--- config.mk ---
export PLATFORM = sky130hd
export DESIGN_NAME = pc_update
export DESIGN_NICKNAME = d
export VERILOG_FILES = /design/src/rtl/pc_update_pkg.sv /design/src/rtl/branch_cond.sv /design/src/rtl/pc_update.sv
export SDC_FILE = /design/constraint.sdc
export NUM_CORES = 1
export LEC_CHECK = 0
export ABC_AREA = 1
export CORE_ASPECT_RATIO = 1.4
export CORE_UTILIZATION = 43
export CTS_CLUSTER_DIAMETER = 40
export CTS_CLUSTER_SIZE = 30
export DETAILED_ROUTE_END_ITERATION = 10
export GPL_ROUTABILITY_DRIVEN = 0
export GPL_TIMING_DRIVEN = 0
export PLACE_DENSITY = 0.79
export SLEW_MARGIN = 30
export SYNTH_ARGS = -nofsm -noshare
export SYNTH_HDL_FRONTEND = slang
export SYNTH_HIERARCHICAL = 1
export SYNTH_SLANG_ARGS = --single-unit
--- constraint.sdc ---
create_clock -name clk -period 1.6 [get_ports clk]
set_input_delay 0.32 -clock clk [delete_from_list [all_inputs] [get_ports clk]]
set_output_delay 0.32 -clock clk [all_outputs]
set_load 0.03 [all_outputs]
--- src/rtl/pc_update_pkg.sv ---
`default_nettype none
// ============================================================================
// Module  : pc_update_pkg
// Brief   : Shared CPU encodings for PC update: FSM states, branch ops,
//           exception causes and default handler vector addresses.
// Revision: 1.0
// ============================================================================
package pc_update_pkg;

  typedef enum logic [1:0] {
    ST_IDLE    = 2'd0,
    ST_CAPTURE = 2'd1,
    ST_FETCH   = 2'd2,
    ST_LOAD    = 2'd3
  } exc_state_t;

  typedef enum logic [1:0] {
    BR_BEQ = 2'b00,
    BR_BNE = 2'b01,
    BR_BGT = 2'b10,
    BR_BLE = 2'b11
  } branch_op_t;

  typedef enum logic [1:0] {
    CAUSE_OPCODE = 2'd0,
    CAUSE_OVF    = 2'd1,
    CAUSE_DIV0   = 2'd2
  } exc_cause_t;

  localparam logic [31:0] VEC_OPCODE_DFLT = 32'd253;
  localparam logic [31:0] VEC_OVF_DFLT    = 32'd254;
  localparam logic [31:0] VEC_DIV0_DFLT   = 32'd255;

  // Lowest request bit wins: opcode > overflow > div0.
  function automatic exc_cause_t prio_cause(input logic [2:0] req);
    if (req[0])      return CAUSE_OPCODE;
    else if (req[1]) return CAUSE_OVF;
    else             return CAUSE_DIV0;
  endfunction

endpackage
`default_nettype wire

--- src/rtl/branch_cond.sv ---
`default_nettype none
// ============================================================================
// Module  : branch_cond
// Brief   : Combinational branch-taken evaluation from ALU flags.
// Revision: 1.0
// ============================================================================
module branch_cond
  import pc_update_pkg::*;
(
  input  branch_op_t branch_op,
  input  logic       alu_zero,
  input  logic       alu_gt,
  output logic       taken
);

  always_comb begin
    taken = 1'b0;
    case (branch_op)
      BR_BEQ:  taken =  alu_zero;
      BR_BNE:  taken = !alu_zero;
      BR_BGT:  taken =  alu_gt;
      BR_BLE:  taken = !alu_gt;
      default: taken = 1'b0;
    endcase
  end

endmodule
`default_nettype wire

--- src/rtl/pc_update.sv ---
`default_nettype none
// ============================================================================
// Module  : pc_update
// Brief   : Program counter with branch qualification and a 4-state
//           exception sequence (capture EPC, fetch vector byte, load PC).
// Revision: 1.0
// ============================================================================
module pc_update
  import pc_update_pkg::*;
#(
  parameter logic [31:0] RESET_PC   = 32'h0000_0000,
  parameter logic [31:0] VEC_OPCODE = VEC_OPCODE_DFLT,
  parameter logic [31:0] VEC_OVF    = VEC_OVF_DFLT,
  parameter logic [31:0] VEC_DIV0   = VEC_DIV0_DFLT
) (
  input  logic        clk,
  input  logic        reset,
  input  logic [31:0] pc_next,
  input  logic        pc_write,
  input  logic        pc_write_cond,
  input  logic [1:0]  branch_op,
  input  logic        alu_zero,
  input  logic        alu_gt,
  input  logic [2:0]  exc_req,
  input  logic        mem_ack,
  input  logic [7:0]  mem_rdata,
  output logic [31:0] pc,
  output logic [31:0] epc,
  output logic        exc_busy,
  output logic        exc_mem_rd,
  output logic [31:0] exc_mem_addr,
  output logic [1:0]  exc_cause,
  output logic        exc_done
);

  exc_state_t  state_q, state_d;
  exc_cause_t  cause_q, cause_d;
  logic [31:0] pc_q, pc_d;
  logic [31:0] epc_q, epc_d;
  logic [7:0]  handler_q, handler_d;
  logic        branch_taken;

  branch_cond u_branch_cond (
    .branch_op (branch_op_t'(branch_op)),
    .alu_zero  (alu_zero),
    .alu_gt    (alu_gt),
    .taken     (branch_taken)
  );

  always_ff @(posedge clk or negedge reset) begin
    if (!reset) begin
      state_q   <= ST_IDLE;
      cause_q   <= CAUSE_OPCODE;
      pc_q      <= RESET_PC;
      epc_q     <= 32'd0;
      handler_q <= 8'd0;
    end else begin
      state_q   <= state_d;
      cause_q   <= cause_d;
      pc_q      <= pc_d;
      epc_q     <= epc_d;
      handler_q <= handler_d;
    end
  end

  always_comb begin
    state_d   = state_q;
    cause_d   = cause_q;
    pc_d      = pc_q;
    epc_d     = epc_q;
    handler_d = handler_q;
    case (state_q)
      ST_IDLE: begin
        // An exception request pre-empts any PC write on the same edge.
        if (|exc_req) begin
          cause_d = prio_cause(exc_req);
          state_d = ST_CAPTURE;
        end else if (pc_write || (pc_write_cond && branch_taken)) begin
          pc_d = pc_next;
        end
      end
      ST_CAPTURE: begin
        epc_d   = pc_q - 32'd4;
        state_d = ST_FETCH;
      end
      ST_FETCH: begin
        if (mem_ack) begin
          handler_d = mem_rdata;
          state_d   = ST_LOAD;
        end
      end
      ST_LOAD: begin
        pc_d    = {24'b0, handler_q};
        state_d = ST_IDLE;
      end
      default: state_d = ST_IDLE;
    endcase
  end

  always_comb begin
    exc_mem_addr = 32'd0;
    if (state_q == ST_FETCH) begin
      case (cause_q)
        CAUSE_OPCODE: exc_mem_addr = VEC_OPCODE;
        CAUSE_OVF:    exc_mem_addr = VEC_OVF;
        CAUSE_DIV0:   exc_mem_addr = VEC_DIV0;
        default:      exc_mem_addr = 32'd0;
      endcase
    end
  end

  assign pc         = pc_q;
  assign epc        = epc_q;
  assign exc_cause  = cause_q;
  assign exc_busy   = (state_q != ST_IDLE);
  assign exc_mem_rd = (state_q == ST_FETCH);
  assign exc_done   = (state_q == ST_LOAD);

endmodule
`default_nettype wire

-- Word level (Yosys, flattened, before mapping)
Cells that the tools add are included.
- bits in registers: 76
- bits in latches: 0
- bits in writable memories: 0
- ROM bits: 0
- input bits: 52
- output and inout port bits: 101
- word-level logic and storage cells: 43
- memories kept: 0
- add/sub/neg operators: 1
- multipliers: 0
- divide/modulo/power cells: 0
- order comparisons: 0
- eq/ne operators: 12
- shift operators: 0
- muxes and demuxes: 11
- bitwise logic cells: 0
- reductions and logical operators: 14
- operator list (operator ; number):
    $mux 32 ; 3
    $pmux 32 s2 ; 1
    $sub 32x3->32 const B ; 1
    $pmux 8 s3 ; 1
    $eq 2x2->1 const B ; 5
    $mux 2 ; 4
    $ne 2x2->1 const B ; 4
    $pmux 2 s4 ; 1
    $eq 2x1->1 const B ; 3
    $logic_not 2->1 ; 3
    $reduce_and 2->1 ; 3
    $pmux 1 s4 ; 1
    $reduce_bool 2->1 ; 2
    $reduce_and 3->1 ; 1
    $reduce_or 3->1 ; 1
    $logic_not 1->1 ; 2
    $logic_and 1x1->1 ; 1
    $logic_or 1x1->1 ; 1

-- Depth between registers and ports, before layout
Gate-level depths: netlist (run 1).
- depth in word-level cells: 7
- mapped depth: 10
- mapped depth without buffers: 10

-- By module
The synthesis (run 1) kept the hierarchy.
- modules (own cells, without submodules) (module ; instances ; cells each ; area each (µm²) ; sequential area each (µm²)):
    pc_update ; 1 ; 507 ; 4071.4 ; 1901.8
    branch_cond ; 1 ; 11 ; 43.8 ; 0.0

-- Worst setup path after synthesis (run 1)
Ideal clock, no wire load.
- path type: flip-flop to output port
- start: register state_q[0]
- end: output exc_mem_addr[0]
- arrival time: 1956 ps
- required time: 1280 ps
- path slack: -676 ps
- cell stages (with the launch flop): 6
- path buffers: 0
- path through: dfrtp_1 > inv_1 > ha_1 > inv_1 > nor2_1 > o21a_1
- longest elaborated chain between the ends: 2
- ends and longest elaborated chain (item ; RTL line ; RTL):
    start, declared ; pc_update.sv:36 ; exc_state_t state_q, state_d;
    start signal, assigned ; pc_update.sv:58 ; state_q <= state_d;
    $eq 2x2->1 ; n/a ;
    net exc_mem_rd ; pc_update.sv:30 ; output logic exc_mem_rd,
    $mux 32 ; pc_update.sv:102 ; if (state_q == ST_FETCH) begin
    end, declared ; pc_update.sv:31 ; output logic [31:0] exc_mem_addr,
The timed path passes the listed nets, and every way through them passes these cells.

-- Worst setup path after layout (run 1)
- start: register state_q[0]
- end: output exc_mem_addr[5]
- longest elaborated chain between the ends: 2
- ends and longest elaborated chain (item ; RTL line):
    $eq 2x2->1 ; pc_update.sv:102
    $mux 32 ; pc_update.sv:102
No other way between the ends.

==> impl_metrics.py, run 1 <==
metrics = {
    "outcome": {
        "outcome": "finished with violations",
        "violations": "setup timing",
    },
    "run": {
        "cap_violations": 0,
    },
    "routing": {
        "drt-total-wl_um": 14000,
        "vias_per_cell": 5.27,
        "antenna_left": 0,
        "first_pass_iters": 7,
        "drc": 0,
        "routedWlPerCell_um": 17.0,
        "dr_total_vias": 4338,
        "drt_iter0_drc": 251,
    },
    "yosys": {
        "synth_top_area_share_pct": 46.2,
        "synthFlopType": "dfrtp_1",
        "synth_mux_area_share_pct": 2.19,
        "synthCells": 518,
        "ys_ff_latch": 76,
        "synth_compound_area_share_pct": 10.8,
        "async_reset_ff_share_pct": 100,
        "synth_fa_ha_area_share_pct": 2.43,
        "synth_enable_flop_cells": 0,
        "ys_seq_area_share_pct": 46.2,
        "synth_xor_area_share_pct": 1.70,
        "yosysWarnings": 6,
        "synth_top_cell_by_area": "dfrtp_1",
        "ys_top_cells_by_area": "dfrtp_1 (46%), nand2_1 (10%), o21ai_0 (6.6%), nor2_1 (5.5%), buf_4 (5.3%)",
        "synth_area_per_cell_sq_um": 7.94,
        "yosysUniqueCellTypes": 29,
        "synthesis.area_sq_mm": 0.00412,
        "synth-simple-area-share_pct": 24.0,
        "synth_top_family_by_area": "simple AND/OR/NAND/NOR gates",
    },
    "worst_setup_path": {
        "worst-path-buf-inv": 4,
        "critPathTopFamily": "buffers and inverters",
        "cpMaxStageDelayCell": "dfrtp_1",
        "ff2ff_path_depth": 10,
        "cp_common_cell": "buf_4",
        "worstPathMaxFanout": 7,
        "r2r_setup_slack_ps": -160,
        "path_cells": "inv_2 -> ha_4 -> inv_4 -> nor2_4 -> buf_4 -> buf_4",
        "cp.arrival_ps": 1490,
        "cp-end-kind": "output pin",
        "critPathLaunchType": "flip-flop",
        "rr_endpoint": "pc[5]",
        "worstPathRequired_ps": 1280,
        "timing.rr.start": "state_q[0]",
        "worstSetupPathType": "reg -> out",
        "cpPeakStageDelay_ps": 400,
    },
    "cells_and_area": {
        "diodes": 0,
        "stdcell_area_sq_mm": 0.00671,
        "final_cell_mix": "nand2_1 (108), dfrtp_1 (72), dlygate4sd2_1 (64)",
        "fin_nets": 772,
        "fillers": 645,
        "multi_input_area_sq_mm": 0.00210,
        "final_common_cell": "nand2_1",
        "final_core_util_pct": 73.5,
        "area_growth_pct": 63.1,
        "layout.area.seq_sq_mm": 0.00191,
        "drive_gt1_share_pct": 26.5,
    },
    "clock_network": {
        "cts_root_buf": "clkbuf_16",
        "cts_buffer_depth": 2,
        "clock_sinks": 76,
        "h-tree-depth": 3,
        "clk_latency_ps": 340,
        "cts_tree": "yes",
        "path_clk_slew_ps": 60,
        "numCtsBuffers": 9,
    },
    "placed_design": {
        "port_buffers": 128,
        "placedInstanceArea_sq_mm": 0.00569,
        "dp_slack_ps": -517,
        "hpwlAfterDp_um": 9020,
    },
    "sta": {
        "min_period_ps": 1810,
        "slew_violations": 0,
        "grt_setup_unrepaired": "yes",
        "fin_skew_ps": 9.76,
        "setup_viol": 38,
        "hold_violations": 0,
        "fmax_mhz": 553,
        "layout_worst_path_cycle_share_pct": 113,
        "layout_setup_ws_ps": -208,
    },
    "floorplan": {
        "fp-row-count": 41,
        "initial_core_util_pct": 45.1,
        "io_pins": 153,
        "die_area_sq_mm": 0.00997,
        "core_area_sq_mm": 0.00913,
        "die_x_um": 84.7,
        "die-height_um": 118,
    },
    "grt": {
        "antenna_found_initial": 0,
        "grt_pass1_wl_um": 20600,
        "grt_pass1_vias": 4299,
        "grt-ovfl-total": 0,
        "grt_max_degree": 51,
        "grt_use_total_pct": 26.4,
    },
    "power_and_ir_drop": {
        "leakage_nw": 3.29,
        "ir_drop_mv": 1.59,
        "powerDensity_mw_per_mm2": 2510,
    },
    "hold_path": {
        "hold_path.class": "in -> async",
    },
}
## kinds of logic after synthesis
group / after synthesis
AO/OA/AOI/OAI: 80
XOR/XNOR: 8
adder cells (fa/ha/maj): 8
buffers and inverters: 102
flip-flops: 76
multiplexers: 8
other: 1
AND/OR/NAND/NOR: 235
## layer usage
layer | track usage [%] | up-vias | share of wire, %
met5 | 0 | - | 0
met1 | 28.2 | 2077 | 35
met4 | 10.9 | 0 | 3.5
li1 | - | 2004 | -
met3 | 7.43 | 39 | 9.0
met2 | 48.1 | 218 | 53
## power breakdown
group / internal, mW / switching (mW)
clock: 1.28 / 0.765
sequential: 2.89 / 0.861
combinational: 4.68 / 6.40
total: 8.84 / 8.03
## final cells by class
| type | instances | share of cell area (%) |
|---|---|---|
| Clock buffer | 13 | 3.88 |
| Tap cell | 107 | 1.99 |
| Inverter | 56 | 3.39 |
| Timing Repair Buffer | 161 | 24.3 |
| Buffer | 45 | 6.21 |
| Sequential cell | 76 | 28.4 |
| Multi-Input combinational cell | 363 | 31.3 |
| Clock inverter | 2 | 0.522 |
## state kept, by name, summed over array words and instances (netlist names)
signal and count:
state_q 2, handler_q 8, epc 32, pc 32, exc_cause 2
## synthesized netlist by cell type, drive strengths merged (8+ instances only)
library cell  count
inv              56
nand2           115
nand3            43
nor2             63
or2               8
o21ai            56
mux2              8
dfrtp            76
clkbuf            9
buf              37
a21oi             9
o211ai            8
ha                8
## per-stage QoR
stage	hold slack [ps]	setup TNS, ps	power, mW	cells
global placement	465	-198360	11.8	776
global route	480	-5870	17.7	823
detailed placement	260	-23500	12.0	777
CTS	441	-2640	15.3	808
finish	444	-2850	16.9	823
floorplan	24.4	0	8.86	541
## how the worst max path moves through the flow
stage	from	end	slack, ps	depth (start not counted)
5_1_grt	state_q[0]	exc_mem_addr[5]	-280	6
3_3_place_gp	reset	state_q[1]	-2610	1
6_report	state_q[0]	exc_mem_addr[5]	-210	6
2_1_floorplan	state_q[0]	exc_mem_addr[0]	1	5
4_1_cts	state_q[0]	exc_mem_addr[5]	-220	6
3_5_place_dp	branch_op[1]	pc[31]	-520	9
## timing repair
item,CTS,global route
cloned,2,4
endpoints found under the hold margin,26,0
resized for setup,208,92
buffers inserted,14,12
endpoints found under the setup margin,141,62
pin swaps,2,6
hold buffers,1,0
No activity file was read; power rests on OpenSTA's default activity.
==> inputs of run 2 (changes only) <==
- REMOVE_ABC_BUFFERS: default -> 1
- clock period: 1.6 -> 2.2 ns (I/O delays scaled with it)
==> impl_metrics.py, run 2 (synthesis results as in run 1) <==
metrics = {
    "worst_setup_path": {
        "worstPathMaxFanout": 7,
        "worstPathRequired_ps": 1760,
        "path_cells": "inv_1 -> ha_2 -> inv_1 -> nor2_4 -> dlygate4sd2_1",
        "ff2ff_path_depth": 5,
        "cp.arrival_ps": 1740,
        "cpPeakStageDelay_ps": 420,
        "cp-end-kind": "output pin",
        "worstSetupPathType": "reg -> out",
        "cpMaxStageDelayCell": "dlygate4sd2_1",
        "cp_common_cell": "inv_1",
        "critPathLaunchType": "flip-flop",
    },
    "routing": {
        "dr_total_vias": 3843,
        "routedWlPerCell_um": 14.7,
        "drt_iter0_drc": 185,
        "drc": 9,
        "first_pass_iters": 8,
        "vias_per_cell": 5.14,
        "antenna_left": 0,
        "drt-total-wl_um": 11000,
    },
    "floorplan": {
        "initial_core_util_pct": 45.1,
        "io_pins": 153,
        "fp-row-count": 41,
        "core_area_sq_mm": 0.00913,
        "die-height_um": 118,
        "die_area_sq_mm": 0.00997,
        "die_x_um": 84.7,
    },
    "grt": {
        "grt_max_degree": 43,
        "grt_pass1_wl_um": 18400,
        "grt_pass1_vias": 3928,
        "grt_use_total_pct": 23.6,
        "grt-ovfl-total": 0,
        "antenna_found_initial": 0,
    },
    "cells_and_area": {
        "area_growth_pct": 36.7,
        "finalNonFillerCells": 748,
        "final_cell_mix": "clkdlybuf4s50_1 (116), nand2_1 (114), dfrtp_1 (76)",
        "diodes": 0,
        "final_common_cell": "clkdlybuf4s50_1",
        "drive_gt1_share_pct": 6.71,
        "fillers": 822,
        "fin_nets": 697,
    },
    "hold_path": {
        "hold_path.class": "in -> async",
    },
    "placed_design": {
        "dp.cells": 733,
        "hpwlAfterDp_um": 8240,
        "dp_slack_ps": -228,
        "port_buffers": 128,
    },
    "sta": {
        "tightest_slew_ps": 659,
        "setup_viol": 0,
        "layout_setup_ws_ps": 16.7,
        "hold_ws_ps": 59.0,
        "grt_setup_unrepaired": "yes",
        "layout_worst_path_cycle_share_pct": 99.2,
        "fmax_mhz": 458,
        "min_period_ps": 2180,
        "hold_violations": 0,
        "fin_skew_ps": 3.78,
        "slew_headroom_pct": 56.0,
        "slew_violations": 0,
    },
    "power_and_ir_drop": {
        "leakage_nw": 2.60,
        "powerDensity_mw_per_mm2": 1730,
        "ir_drop_mv": 1.07,
    },
    "clock_network": {
        "cts_hold_buf": 0,
        "clock_sinks": 76,
        "cts_tree": "yes",
        "path_clk_slew_ps": 50,
        "cts_root_buf": "clkbuf_16",
        "numCtsBuffers": 9,
        "h-tree-depth": 3,
        "cts_buffer_depth": 2,
        "clk_latency_ps": 330,
    },
    "outcome": {
        "violations": "DRC",
        "outcome": "finished with violations",
    },
    "run": {
        "cap_violations": 0,
    },
}
==> run 2: final cells by class <==
class                      count  area [sq um]  area share (%)
clock buffer                  12           236            4.20
clock inverter                 3          15.0           0.267
inverter                      56           210            3.74
multi-input combinational    363          1790            31.9
sequential                    76          1900            33.8
tap                          107           134            2.38
timing repair buffer         131          1340            23.8
==> run 2: critical path, delay by kind of cell, from the launching register on <==
family | cells | cell delay [ps]
flops | 1 | 400
buf+inv | 3 | 640
fa+ha+maj | 1 | 230
simple gates | 1 | 140
==> run 2: per-stage QoR <==
stage / util [%] / area (sq um) / TNS [ps] / power [mW]
6_report: 61.6 / 5630 / 0 / 9.73
3_3_place_gp: 58.1 / 5310 / -175200 / 8.14
2_1_floorplan: - / 3890 / -10750 / 6.04
3_5_place_dp: 58.9 / 5380 / -3190 / 8.52
5_1_grt: 61.6 / 5630 / -394 / 10.4
4_1_cts: 61.7 / 5630 / 0 / 9.80
==> run 2: where the power goes <==
group / leakage [nW] / internal (mW) / switching (mW)
sequential: 0.938 / 2.09 / 0.613
combinational: 1.53 / 2.16 / 3.58
clock: 0.126 / 0.751 / 0.535
total: 2.60 / 5.00 / 4.73
==> run 2: repair_timing <==
action / 4_1_cts / 5_1_grt
gates resized for setup: 17 / 2
buffers inserted: 0 / 0
endpoints found under the hold margin: 0 / 0
pin swaps: 0 / 0
endpoints found under the setup margin: 39 / 7
==> run 2: per-layer routing <==
metal,global-route usage (%),vias to the layer above,share of wire (%)
met2,42.1,134,53
met5,0,-,0
li1,-,1847,-
met4,9.11,0,2.1
met1,26.3,1843,38
met3,6.59,19,7.0
==> run 2: final timing paths <==
check / startpoint / end / slack (ps)
min in group clk: epc[2] / epc[2] / 480
worst min register to register: epc[2] / epc[2] / 480
worst max-delay path: state_q[0] / exc_mem_addr[6] / 20
worst min-delay path: reset / handler_q[0] / 60
worst max register to register: state_q[1] / epc[6] / 250
max in group asynchronous: reset / pc[2] / 1560
